[src/rtl/encoder_controller_if.sv]
// Control/handshake bundle between encoder_controller (master) and the
// encoder datapath plus enclosing top (slave).
interface encoder_controller_if;
  logic       start;
  logic       colPutInput, colOutReady, colReady;
  logic       rotPutInput, rotOutReady, rotReady;
  logic       perPutInput, perReady;
  logic       revPutInput, revOutReady, revReady;
  logic       addPutInput, addReady;
  logic       sliceCntCo, cycleCntCo;
  logic [2:0] memSrc;
  logic       memRead, memWrite;
  logic       sliceCntEn, sliceCntClr, cycleCntEn, cycleCntClr;
  logic       colStart, rotStart, perStart, revStart, addStart;
  logic       putInput, outValid, busy, done;

  modport master (
    input  start,
    input  colPutInput, colOutReady, colReady,
    input  rotPutInput, rotOutReady, rotReady,
    input  perPutInput, perReady,
    input  revPutInput, revOutReady, revReady,
    input  addPutInput, addReady,
    input  sliceCntCo, cycleCntCo,
    output memSrc, memRead, memWrite,
    output sliceCntEn, sliceCntClr, cycleCntEn, cycleCntClr,
    output colStart, rotStart, perStart, revStart, addStart,
    output putInput, outValid, busy, done
  );

  modport slave (
    output start,
    output colPutInput, colOutReady, colReady,
    output rotPutInput, rotOutReady, rotReady,
    output perPutInput, perReady,
    output revPutInput, revOutReady, revReady,
    output addPutInput, addReady,
    output sliceCntCo, cycleCntCo,
    input  memSrc, memRead, memWrite,
    input  sliceCntEn, sliceCntClr, cycleCntEn, cycleCntClr,
    input  colStart, rotStart, perStart, revStart, addStart,
    input  putInput, outValid, busy, done
  );
endinterface

[src/rtl/encoder_controller.sv]
// Sequencer for one 24-round encode: load, 24 x (col, rot, per, rev, add), unload.
// Moore outputs per state; slice strobes are gated by the active unit's handshake.
module encoder_controller (
  input  logic                  clk,
  input  logic                  rst_n,
  encoder_controller_if.master  bus
);

  typedef enum logic [4:0] {
    IDLE, LOAD,
    COL_S, COL_IN, COL_GAP, COL_OUT, COL_W,
    ROT_S, ROT_IN, ROT_GAP, ROT_OUT, ROT_W,
    PER_S, PER_RUN, PER_W,
    REV_S, REV_IN, REV_GAP, REV_OUT, REV_W,
    ADD_S, ADD_RUN, ADD_W,
    UL_S, UNLOAD, DONE
  } state_t;

  state_t     r_state, w_next;
  logic [2:0] w_memSrc;
  logic       w_memRead, w_memWrite;
  logic       w_sliceCntEn, w_sliceCntClr, w_cycleCntEn, w_cycleCntClr;
  logic       w_colStart, w_rotStart, w_perStart, w_revStart, w_addStart;
  logic       w_putInput, w_outValid, w_busy, w_done;

  always_ff @(posedge clk or negedge rst_n) begin
    if (!rst_n) r_state <= IDLE;
    else        r_state <= w_next;
  end

  // Phase exits on the last slice only when that slice was actually transferred.
  always_comb begin
    w_next = r_state;
    unique case (r_state)
      IDLE:    if (bus.start) w_next = LOAD;
      LOAD:    if (bus.sliceCntCo) w_next = COL_S;
      COL_S:   w_next = COL_IN;
      COL_IN:  if (bus.colPutInput && bus.sliceCntCo) w_next = COL_GAP;
      COL_GAP: w_next = COL_OUT;
      COL_OUT: if (bus.colOutReady && bus.sliceCntCo) w_next = COL_W;
      COL_W:   if (bus.colReady) w_next = ROT_S;
      ROT_S:   w_next = ROT_IN;
      ROT_IN:  if (bus.rotPutInput && bus.sliceCntCo) w_next = ROT_GAP;
      ROT_GAP: w_next = ROT_OUT;
      ROT_OUT: if (bus.rotOutReady && bus.sliceCntCo) w_next = ROT_W;
      ROT_W:   if (bus.rotReady) w_next = PER_S;
      PER_S:   w_next = PER_RUN;
      PER_RUN: if (bus.perPutInput && bus.sliceCntCo) w_next = PER_W;
      PER_W:   if (bus.perReady) w_next = REV_S;
      REV_S:   w_next = REV_IN;
      REV_IN:  if (bus.revPutInput && bus.sliceCntCo) w_next = REV_GAP;
      REV_GAP: w_next = REV_OUT;
      REV_OUT: if (bus.revOutReady && bus.sliceCntCo) w_next = REV_W;
      REV_W:   if (bus.revReady) w_next = ADD_S;
      ADD_S:   w_next = ADD_RUN;
      ADD_RUN: if (bus.addPutInput && bus.sliceCntCo) w_next = ADD_W;
      ADD_W:   if (bus.addReady) w_next = bus.cycleCntCo ? UL_S : COL_S;
      UL_S:    w_next = UNLOAD;
      UNLOAD:  if (bus.sliceCntCo) w_next = DONE;
      DONE:    w_next = IDLE;
      default: w_next = IDLE;
    endcase
  end

  always_comb begin
    w_memSrc      = 3'd0;
    w_memRead     = 1'b0;
    w_memWrite    = 1'b0;
    w_sliceCntEn  = 1'b0;
    w_sliceCntClr = 1'b0;
    w_cycleCntEn  = 1'b0;
    w_cycleCntClr = 1'b0;
    w_colStart    = 1'b0;
    w_rotStart    = 1'b0;
    w_perStart    = 1'b0;
    w_revStart    = 1'b0;
    w_addStart    = 1'b0;
    w_putInput    = 1'b0;
    w_outValid    = 1'b0;
    w_done        = 1'b0;
    w_busy        = (r_state != IDLE);
    unique case (r_state)
      IDLE: begin
        w_sliceCntClr = 1'b1;
        w_cycleCntClr = 1'b1;
      end
      LOAD: begin
        w_putInput   = 1'b1;
        w_memWrite   = 1'b1;
        w_sliceCntEn = 1'b1;
      end
      COL_S:   begin w_colStart = 1'b1; w_sliceCntClr = 1'b1; end
      ROT_S:   begin w_rotStart = 1'b1; w_sliceCntClr = 1'b1; end
      PER_S:   begin w_perStart = 1'b1; w_sliceCntClr = 1'b1; end
      REV_S:   begin w_revStart = 1'b1; w_sliceCntClr = 1'b1; end
      ADD_S:   begin w_addStart = 1'b1; w_sliceCntClr = 1'b1; end
      COL_GAP, ROT_GAP, REV_GAP: w_sliceCntClr = 1'b1;
      COL_IN: begin
        w_memRead    = bus.colPutInput;
        w_sliceCntEn = bus.colPutInput;
      end
      ROT_IN: begin
        w_memRead    = bus.rotPutInput;
        w_sliceCntEn = bus.rotPutInput;
      end
      REV_IN: begin
        w_memRead    = bus.revPutInput;
        w_sliceCntEn = bus.revPutInput;
      end
      COL_OUT: begin
        w_memSrc     = 3'd1;
        w_memWrite   = bus.colOutReady;
        w_sliceCntEn = bus.colOutReady;
      end
      ROT_OUT: begin
        w_memSrc     = 3'd2;
        w_memWrite   = bus.rotOutReady;
        w_sliceCntEn = bus.rotOutReady;
      end
      REV_OUT: begin
        w_memSrc     = 3'd4;
        w_memWrite   = bus.revOutReady;
        w_sliceCntEn = bus.revOutReady;
      end
      // In-place units read and write back the same slice in one cycle.
      PER_RUN: begin
        w_memSrc     = 3'd3;
        w_memRead    = bus.perPutInput;
        w_memWrite   = bus.perPutInput;
        w_sliceCntEn = bus.perPutInput;
      end
      ADD_RUN: begin
        w_memSrc     = 3'd5;
        w_memRead    = bus.addPutInput;
        w_memWrite   = bus.addPutInput;
        w_sliceCntEn = bus.addPutInput;
      end
      ADD_W: w_cycleCntEn = bus.addReady && !bus.cycleCntCo;
      UL_S: begin
        w_sliceCntClr = 1'b1;
        w_cycleCntClr = 1'b1;
      end
      UNLOAD: begin
        w_memRead    = 1'b1;
        w_outValid   = 1'b1;
        w_sliceCntEn = 1'b1;
      end
      DONE: w_done = 1'b1;
      default: ;
    endcase
  end

  assign bus.memSrc      = w_memSrc;
  assign bus.memRead     = w_memRead;
  assign bus.memWrite    = w_memWrite;
  assign bus.sliceCntEn  = w_sliceCntEn;
  assign bus.sliceCntClr = w_sliceCntClr;
  assign bus.cycleCntEn  = w_cycleCntEn;
  assign bus.cycleCntClr = w_cycleCntClr;
  assign bus.colStart    = w_colStart;
  assign bus.rotStart    = w_rotStart;
  assign bus.perStart    = w_perStart;
  assign bus.revStart    = w_revStart;
  assign bus.addStart    = w_addStart;
  assign bus.putInput    = w_putInput;
  assign bus.outValid    = w_outValid;
  assign bus.busy        = w_busy;
  assign bus.done        = w_done;

endmodule

[src/flat_wrapper.sv]
// flat-port wrapper written by rule: the top's interface ports become plain ports
module encoder_controller_flat 
  (clk, rst_n, bus_start, bus_colPutInput, bus_colOutReady, bus_colReady, bus_rotPutInput, bus_rotOutReady, bus_rotReady, bus_perPutInput, bus_perReady, bus_revPutInput, bus_revOutReady, bus_revReady, bus_addPutInput, bus_addReady, bus_sliceCntCo, bus_cycleCntCo, bus_memSrc, bus_memRead, bus_memWrite, bus_sliceCntEn, bus_sliceCntClr, bus_cycleCntEn, bus_cycleCntClr, bus_colStart, bus_rotStart, bus_perStart, bus_revStart, bus_addStart, bus_putInput, bus_outValid, bus_busy, bus_done);
  encoder_controller_if bus_i ();
  input  logic clk;
  input  logic rst_n;
  input wire logic [$bits(bus_i.start)-1:0] bus_start;
  input wire logic [$bits(bus_i.colPutInput)-1:0] bus_colPutInput;
  input wire logic [$bits(bus_i.colOutReady)-1:0] bus_colOutReady;
  input wire logic [$bits(bus_i.colReady)-1:0] bus_colReady;
  input wire logic [$bits(bus_i.rotPutInput)-1:0] bus_rotPutInput;
  input wire logic [$bits(bus_i.rotOutReady)-1:0] bus_rotOutReady;
  input wire logic [$bits(bus_i.rotReady)-1:0] bus_rotReady;
  input wire logic [$bits(bus_i.perPutInput)-1:0] bus_perPutInput;
  input wire logic [$bits(bus_i.perReady)-1:0] bus_perReady;
  input wire logic [$bits(bus_i.revPutInput)-1:0] bus_revPutInput;
  input wire logic [$bits(bus_i.revOutReady)-1:0] bus_revOutReady;
  input wire logic [$bits(bus_i.revReady)-1:0] bus_revReady;
  input wire logic [$bits(bus_i.addPutInput)-1:0] bus_addPutInput;
  input wire logic [$bits(bus_i.addReady)-1:0] bus_addReady;
  input wire logic [$bits(bus_i.sliceCntCo)-1:0] bus_sliceCntCo;
  input wire logic [$bits(bus_i.cycleCntCo)-1:0] bus_cycleCntCo;
  output wire logic [$bits(bus_i.memSrc)-1:0] bus_memSrc;
  output wire logic [$bits(bus_i.memRead)-1:0] bus_memRead;
  output wire logic [$bits(bus_i.memWrite)-1:0] bus_memWrite;
  output wire logic [$bits(bus_i.sliceCntEn)-1:0] bus_sliceCntEn;
  output wire logic [$bits(bus_i.sliceCntClr)-1:0] bus_sliceCntClr;
  output wire logic [$bits(bus_i.cycleCntEn)-1:0] bus_cycleCntEn;
  output wire logic [$bits(bus_i.cycleCntClr)-1:0] bus_cycleCntClr;
  output wire logic [$bits(bus_i.colStart)-1:0] bus_colStart;
  output wire logic [$bits(bus_i.rotStart)-1:0] bus_rotStart;
  output wire logic [$bits(bus_i.perStart)-1:0] bus_perStart;
  output wire logic [$bits(bus_i.revStart)-1:0] bus_revStart;
  output wire logic [$bits(bus_i.addStart)-1:0] bus_addStart;
  output wire logic [$bits(bus_i.putInput)-1:0] bus_putInput;
  output wire logic [$bits(bus_i.outValid)-1:0] bus_outValid;
  output wire logic [$bits(bus_i.busy)-1:0] bus_busy;
  output wire logic [$bits(bus_i.done)-1:0] bus_done;
  assign bus_i.start = bus_start;
  assign bus_i.colPutInput = bus_colPutInput;
  assign bus_i.colOutReady = bus_colOutReady;
  assign bus_i.colReady = bus_colReady;
  assign bus_i.rotPutInput = bus_rotPutInput;
  assign bus_i.rotOutReady = bus_rotOutReady;
  assign bus_i.rotReady = bus_rotReady;
  assign bus_i.perPutInput = bus_perPutInput;
  assign bus_i.perReady = bus_perReady;
  assign bus_i.revPutInput = bus_revPutInput;
  assign bus_i.revOutReady = bus_revOutReady;
  assign bus_i.revReady = bus_revReady;
  assign bus_i.addPutInput = bus_addPutInput;
  assign bus_i.addReady = bus_addReady;
  assign bus_i.sliceCntCo = bus_sliceCntCo;
  assign bus_i.cycleCntCo = bus_cycleCntCo;
  assign bus_memSrc = bus_i.memSrc;
  assign bus_memRead = bus_i.memRead;
  assign bus_memWrite = bus_i.memWrite;
  assign bus_sliceCntEn = bus_i.sliceCntEn;
  assign bus_sliceCntClr = bus_i.sliceCntClr;
  assign bus_cycleCntEn = bus_i.cycleCntEn;
  assign bus_cycleCntClr = bus_i.cycleCntClr;
  assign bus_colStart = bus_i.colStart;
  assign bus_rotStart = bus_i.rotStart;
  assign bus_perStart = bus_i.perStart;
  assign bus_revStart = bus_i.revStart;
  assign bus_addStart = bus_i.addStart;
  assign bus_putInput = bus_i.putInput;
  assign bus_outValid = bus_i.outValid;
  assign bus_busy = bus_i.busy;
  assign bus_done = bus_i.done;
  encoder_controller u_core (.clk(clk), .rst_n(rst_n), .bus(bus_i));
endmodule
[config.mk]
export PLATFORM = sky130hd
export DESIGN_NAME = encoder_controller_flat
export DESIGN_NICKNAME = d
export VERILOG_FILES = /design/src/rtl/encoder_controller_if.sv /design/src/rtl/encoder_controller.sv /design/src/flat_wrapper.sv
export SDC_FILE = /design/constraint.sdc
export NUM_CORES = 1
export LEC_CHECK = 0
export CORE_AREA = 8 8 49 61
export DETAILED_ROUTE_END_ITERATION = 8
export DIE_AREA = 0 0 57 69
export PLACE_DENSITY = 0.77
export RECOVER_POWER = 100
export SYNTH_ARGS = -nofsm -noshare
export SYNTH_HDL_FRONTEND = slang
export SYNTH_SLANG_ARGS = --single-unit
[constraint.sdc]
create_clock -name clk -period 1.95 [get_ports clk]
set_input_delay 0.39 -clock clk [delete_from_list [all_inputs] [get_ports clk]]
set_output_delay 0.39 -clock clk [all_outputs]
set_load 0.02 [all_outputs]
Word-level counts from Yosys, hierarchy flattened. Index checks and enable logic that the tools add are counted.

Input port bits: 18. Bits in registers: 5. Output and inout port bits: 18. Word-level logic and storage cells: 91.

Equal/unequal tests: 41. Mux-type cells: 33. Reduce and logical (&&, ||, !) cells: 16.

Operator list (number): 5-bit one-hot mux with 25 select lines (1); 5-bit 2-to-1 mux (17); 5-bit == test, second input constant (10); 5-bit by 4-bit == test with 1-bit output, second input constant (8); 5-bit by 3-bit == test with 1-bit output, second input constant (4); 2-bit by 1-bit inequality test with 1-bit output, second input constant (8); 2-bit inequality test, second input constant (8); 16-bit AND reduction (1); 3-bit one-hot mux with 5 select lines (1); 1-bit one-hot mux with 6 select lines (2); 1-bit 2-to-1 mux (11); 5-bit by 2-bit == test with 1-bit output, second input constant (2); 10-bit OR reduction (1); 1-bit logical AND (9); 1-bit one-hot mux with 9 select lines (1); 5-bit by 1-bit == test with 1-bit output, second input constant (1); 5-bit zero test (1); 5-bit nonzero test (1); 2-bit OR reduction (2); 1-bit zero test (1).

Longest topological paths before layout.
Word-level depth: 3. Gate-level depth with buffers: 6.

Least setup slack after synthesis. No wires, ideal clock.

Kind: register to output. From: reg u_core.r_state[3]. To: out bus_sliceCntEn. Path slack: -98 ps. Arrival: 1658 ps. Required time: 1560 ps. Cell stages (with the launch flop): 7. Cell sequence: dfrtp_1 -> buf_4 -> nor2b_1 -> a22oi_1 -> nor3_1 -> a211o_1 -> a311o_1.

Longest elaborated chain between the ends: 3.

Ends and longest elaborated chain: start, declared (line encoder_controller.sv:19) `state_t r_state, w_next;`; start signal, assigned (line encoder_controller.sv:28) `else r_state <= w_next;`; 5-bit by 1-bit == test with 1-bit output or 5-bit == test (tied branches) (line encoder_controller.sv:82) `unique case (r_state)`; 2-bit OR reduction (no source line); 1-bit one-hot mux with 9 select lines (*) (line encoder_controller.sv:82); end, declared (line flat_wrapper.sv:26) `output wire logic [$bits(bus_i.sliceCntEn)-1:0] bus_sliceCntEn;`.

Mark *: on every way between the ends. The rest lies on a longest branch, timed or not.

Worst setup path in the final report.
From: reg u_core.r_state[1]. To: reg u_core.r_state[0].

Longest elaborated chain between the ends: 3.

Ends and longest elaborated chain: 5-bit == test (tied with other cells) (line encoder_controller.sv:34) `unique case (r_state)`; 2-bit by 1-bit inequality test with 1-bit output (no source line) or 2-bit inequality test (tied branches); 16-bit AND reduction (no source line).

Parallel ways exist; a longest one is shown, timed or not. A chain may end at the register's enable or synchronous reset.

==> summary.txt <==
Arr. time, crit path - 2420 ps
HPWL Detailed - 2.701 mm
DRC - 0
share of cells above drive strength 1 - 58.03%
Vias per Instance - 6.257
I/O pin count - 36
failing checks - negative setup slack
crit-path max FO - 5
Mapped Nets - 132
Placer Congestion - 0.9729
antenna violations before repair - 0
largest registers - u_core.r_state (5)
Netlist cell types - 44
maxcap violations - 0
Avg Cell Area, Syn - 7.255 sq um
DRT iter0 DRCs - 69
Setup violations, final - 15
Largest register FFs - 5
htree depth - 1
R2R Path End - u_core.r_state[0]
FILL cells - 127
final hold viol count - 0
cell count of the worst reg-to-reg path - 8
Critical Path Sink Type - register
register area share after synthesis - 15.13%
Synth Instances - 114
Setup WS pre-CTS - -671.1 ps
Power Dens Cells - 2085 nW/um^2
Core Region - 2092 sq um
Post-DRT Antenna Nets - 0
CTS Hold Buffers Added - 0
TritonCTS clock tree - yes
vias in the first global route - 1334
routed len/inst - 22.24 um
synthesized flop and latch total - 5
Int Power - 1.865 mW
Skew-Pair Late Insertion Delay - 280 ps
Synth Cell Area - 827.0 sq um
Reg area - 127.6 sq um
Logic pwr share - 89.0%
worst-path cell chain - or2b_1, buf_6, buf_6, o32ai_4, a221oi_2, o211ai_2, buf_6, mux2_4
setup ws final - -306.0 ps
final WL - 4.760 mm
die area - 3933 sq um
final setup skew - 8.844 ps
gr ovfl total - 0
CP max stage cell - dfrtp_1
clock network fraction of total power - 4.2%
Multi-input gate area - 818.3 sq um
Slew headroom - 73.70%
Net Sw Power - 1.771 mW
Crit Path Class - reg -> reg
Reg with most FFs - u_core.r_state
Reg-to-Reg Start - u_core.r_state[1]
Sinks on Clock Net - 5
Pre-antenna DRT Iters - 5
Lkg Pwr - 0.7681 nW
Die Span Y - 69 um
worst vdd ir - 1509 uV
post-route setup TNS - -1863 ps
port bufs - 35
Fmax - 443.3 MHz
Worst Hold Class - in -> async
largest buffer count on any clock path - 2
Total Nets Final - 212
row count - 19
Ys Warns - 0
worst slew pin tran - 394.5 ps
CP top delay family - compound AO/OA/AOI/OAI gates
WP buf/inv - 3
outcome - complete, but fails checks
Area Growth Syn to Fin - 110.9%
crit path time final - 2256 ps
largest net degree at the start of global routing - 17
clk slew on worst S/H paths - 60 ps
vias post-DR - 1339
switching fraction of total power - 48.71%
Antenna Cells - 0
total CTS buffers - 3
CP startpoint kind - register
flop2flop setup slack - -310 ps
Total GRT Usage - 21.04%
Critical Path RT - 2110 ps
Starting Density - 39.53%
CP peak stage delay - 440 ps
Root Driver - clkbuf_4
Reg power frac - 6.9%
RSZ-0062 raised after global routing - true
crit-path most repeated cell - buf_6
beginning of the critical path - u_core.r_state[1]
final worst-path cycle share - 115.7%
Slew Limit Fails - 0
first-pass GRT wire length - 6.713 mm
Die X - 57 um
[worst register-to-register path: stages (launching register included)]
cell      delay (ps)
dfrtp_1          440
or2b_1           260
buf_6            130
buf_6            110
o32ai_4           90
a221oi_2         440
o211ai_2         200
buf_6            170
mux2_4           290
[repair_timing]
action	4_1_cts	5_1_grt
pin swaps	8	8
endpoints found under the setup margin	22	20
hold endpoints to repair	0	0
gates resized for setup	112	34
setup buffers	10	6
[power groups by stage]
stage                     Sequential, mW  Clock [mW]  Combinational (mW)
after detailed placement           0.220           0                2.37
final                              0.249       0.151                3.24
after global routing               0.254       0.151                3.39
after CTS                          0.226       0.133                2.70
after floorplan                    0.221           0                1.32
after global placement             0.219           0                2.31
[cells in the mapped netlist, drive strengths merged]
master    n  area (sq um)
o31ai     1         7.510
mux2i     3         30.03
a31oi     1         6.260
dfrtp     5         125.1
nand4b    1         8.760
o221ai    1         8.760
a221oi    2         30.03
mux2      3         37.53
a21o      2         15.01
nor4b     1         8.760
a211oi    2         15.01
o32ai     1         16.27
nor4      1         6.260
and2b     1         8.760
nand2b    4         25.02
o2bb2ai   3         26.28
o21ai     6         30.03
o22ai     1         6.260
or2b      3         26.27
a311o     2         20.02
o211ai    2         20.02
nor2b     3         18.77
and3      1         6.260
a311oi    1         8.760
inv       3         11.26
a211o     1         8.760
buf       8         46.30
a22oi     3         22.52
nor2     14         52.55
clkbuf    2         7.510
and2      2         12.51
a21oi     7         35.03
a2111oi   1         15.01
nor3      9         45.04
o21a      2         15.01
or2       1         6.260
nand2    10         37.54
[cells by family (layout without fill, tap and decap cells)]
kind of cell	count (synthesis)	count (layout)	share of synthesized area [%]
AO/OA/AOI/OAI	39	39	37.07
flip-flops	5	5	15.13
buffers and inverters	13	92	7.868
multiplexers	6	6	8.169
AND/OR/NAND/NOR	51	51	31.77
[through the flow]
step	hold WS, ps	power, mW	cells	instance area (sq um)	utilization [%]
2_1_floorplan	94.41	1.538	114	844.6	-
3_3_place_gp	607.6	2.529	196	1434	68.54
3_5_place_dp	624.3	2.585	196	1434	68.54
4_1_cts	345.3	3.058	209	1580	75.54
5_1_grt	427.2	3.795	214	1744	83.37
6_report	399.3	3.636	214	1744	83.37
[worst max-delay path by stage]
stage / end / slack, ps / cells past startpoint
2_1_floorplan: bus_sliceCntEn / -100 / 6
3_3_place_gp: bus_sliceCntEn / -640 / 6
3_5_place_dp: bus_sliceCntEn / -670 / 6
4_1_cts: bus_sliceCntEn / -190 / 6
5_1_grt: u_core.r_state[0] / -320 / 8
6_report: u_core.r_state[0] / -310 / 8
[area by class of cell]
cell class	instances	share of cell area, %
Sequential cell	5	7.317
Tap cell	21	1.506
Clock inverter	1	0.2869
Timing Repair Buffer	85	41.89
Multi-Input combinational cell	96	46.92
Inverter	3	0.7891
Clock buffer	3	1.291
[cells in the final DEF, fill, tap and decap left out, types with 3 or more instances in the layout]
cell / synthesis / final
buf_2: 4 / 6
mux2_4: 1 / 3
nor3_2: 0 / 5
a22oi_2: 0 / 3
o21ai_0: 6 / 4
buf_4: 1 / 42
dfrtp_1: 5 / 3
buf_6: 1 / 14
clkdlybuf4s50_1: 0 / 13
nand2_1: 10 / 8
a21oi_1: 7 / 6
nor2_1: 14 / 11
nor3_1: 9 / 4
clkbuf_4: 0 / 3
dlygate4sd2_1: 0 / 3
[per-layer routing]
layer | vias to the layer above | part of all wire (%) | global-route usage, %
li1 | 583 | - | -
met1 | 629 | 36 | 20.93
met2 | 101 | 49 | 36.28
met3 | 26 | 8.4 | 4.762
met4 | 0 | 6.1 | 15.45
met5 | - | 0 | 0
No activity file was read; power rests on OpenSTA's default activity.
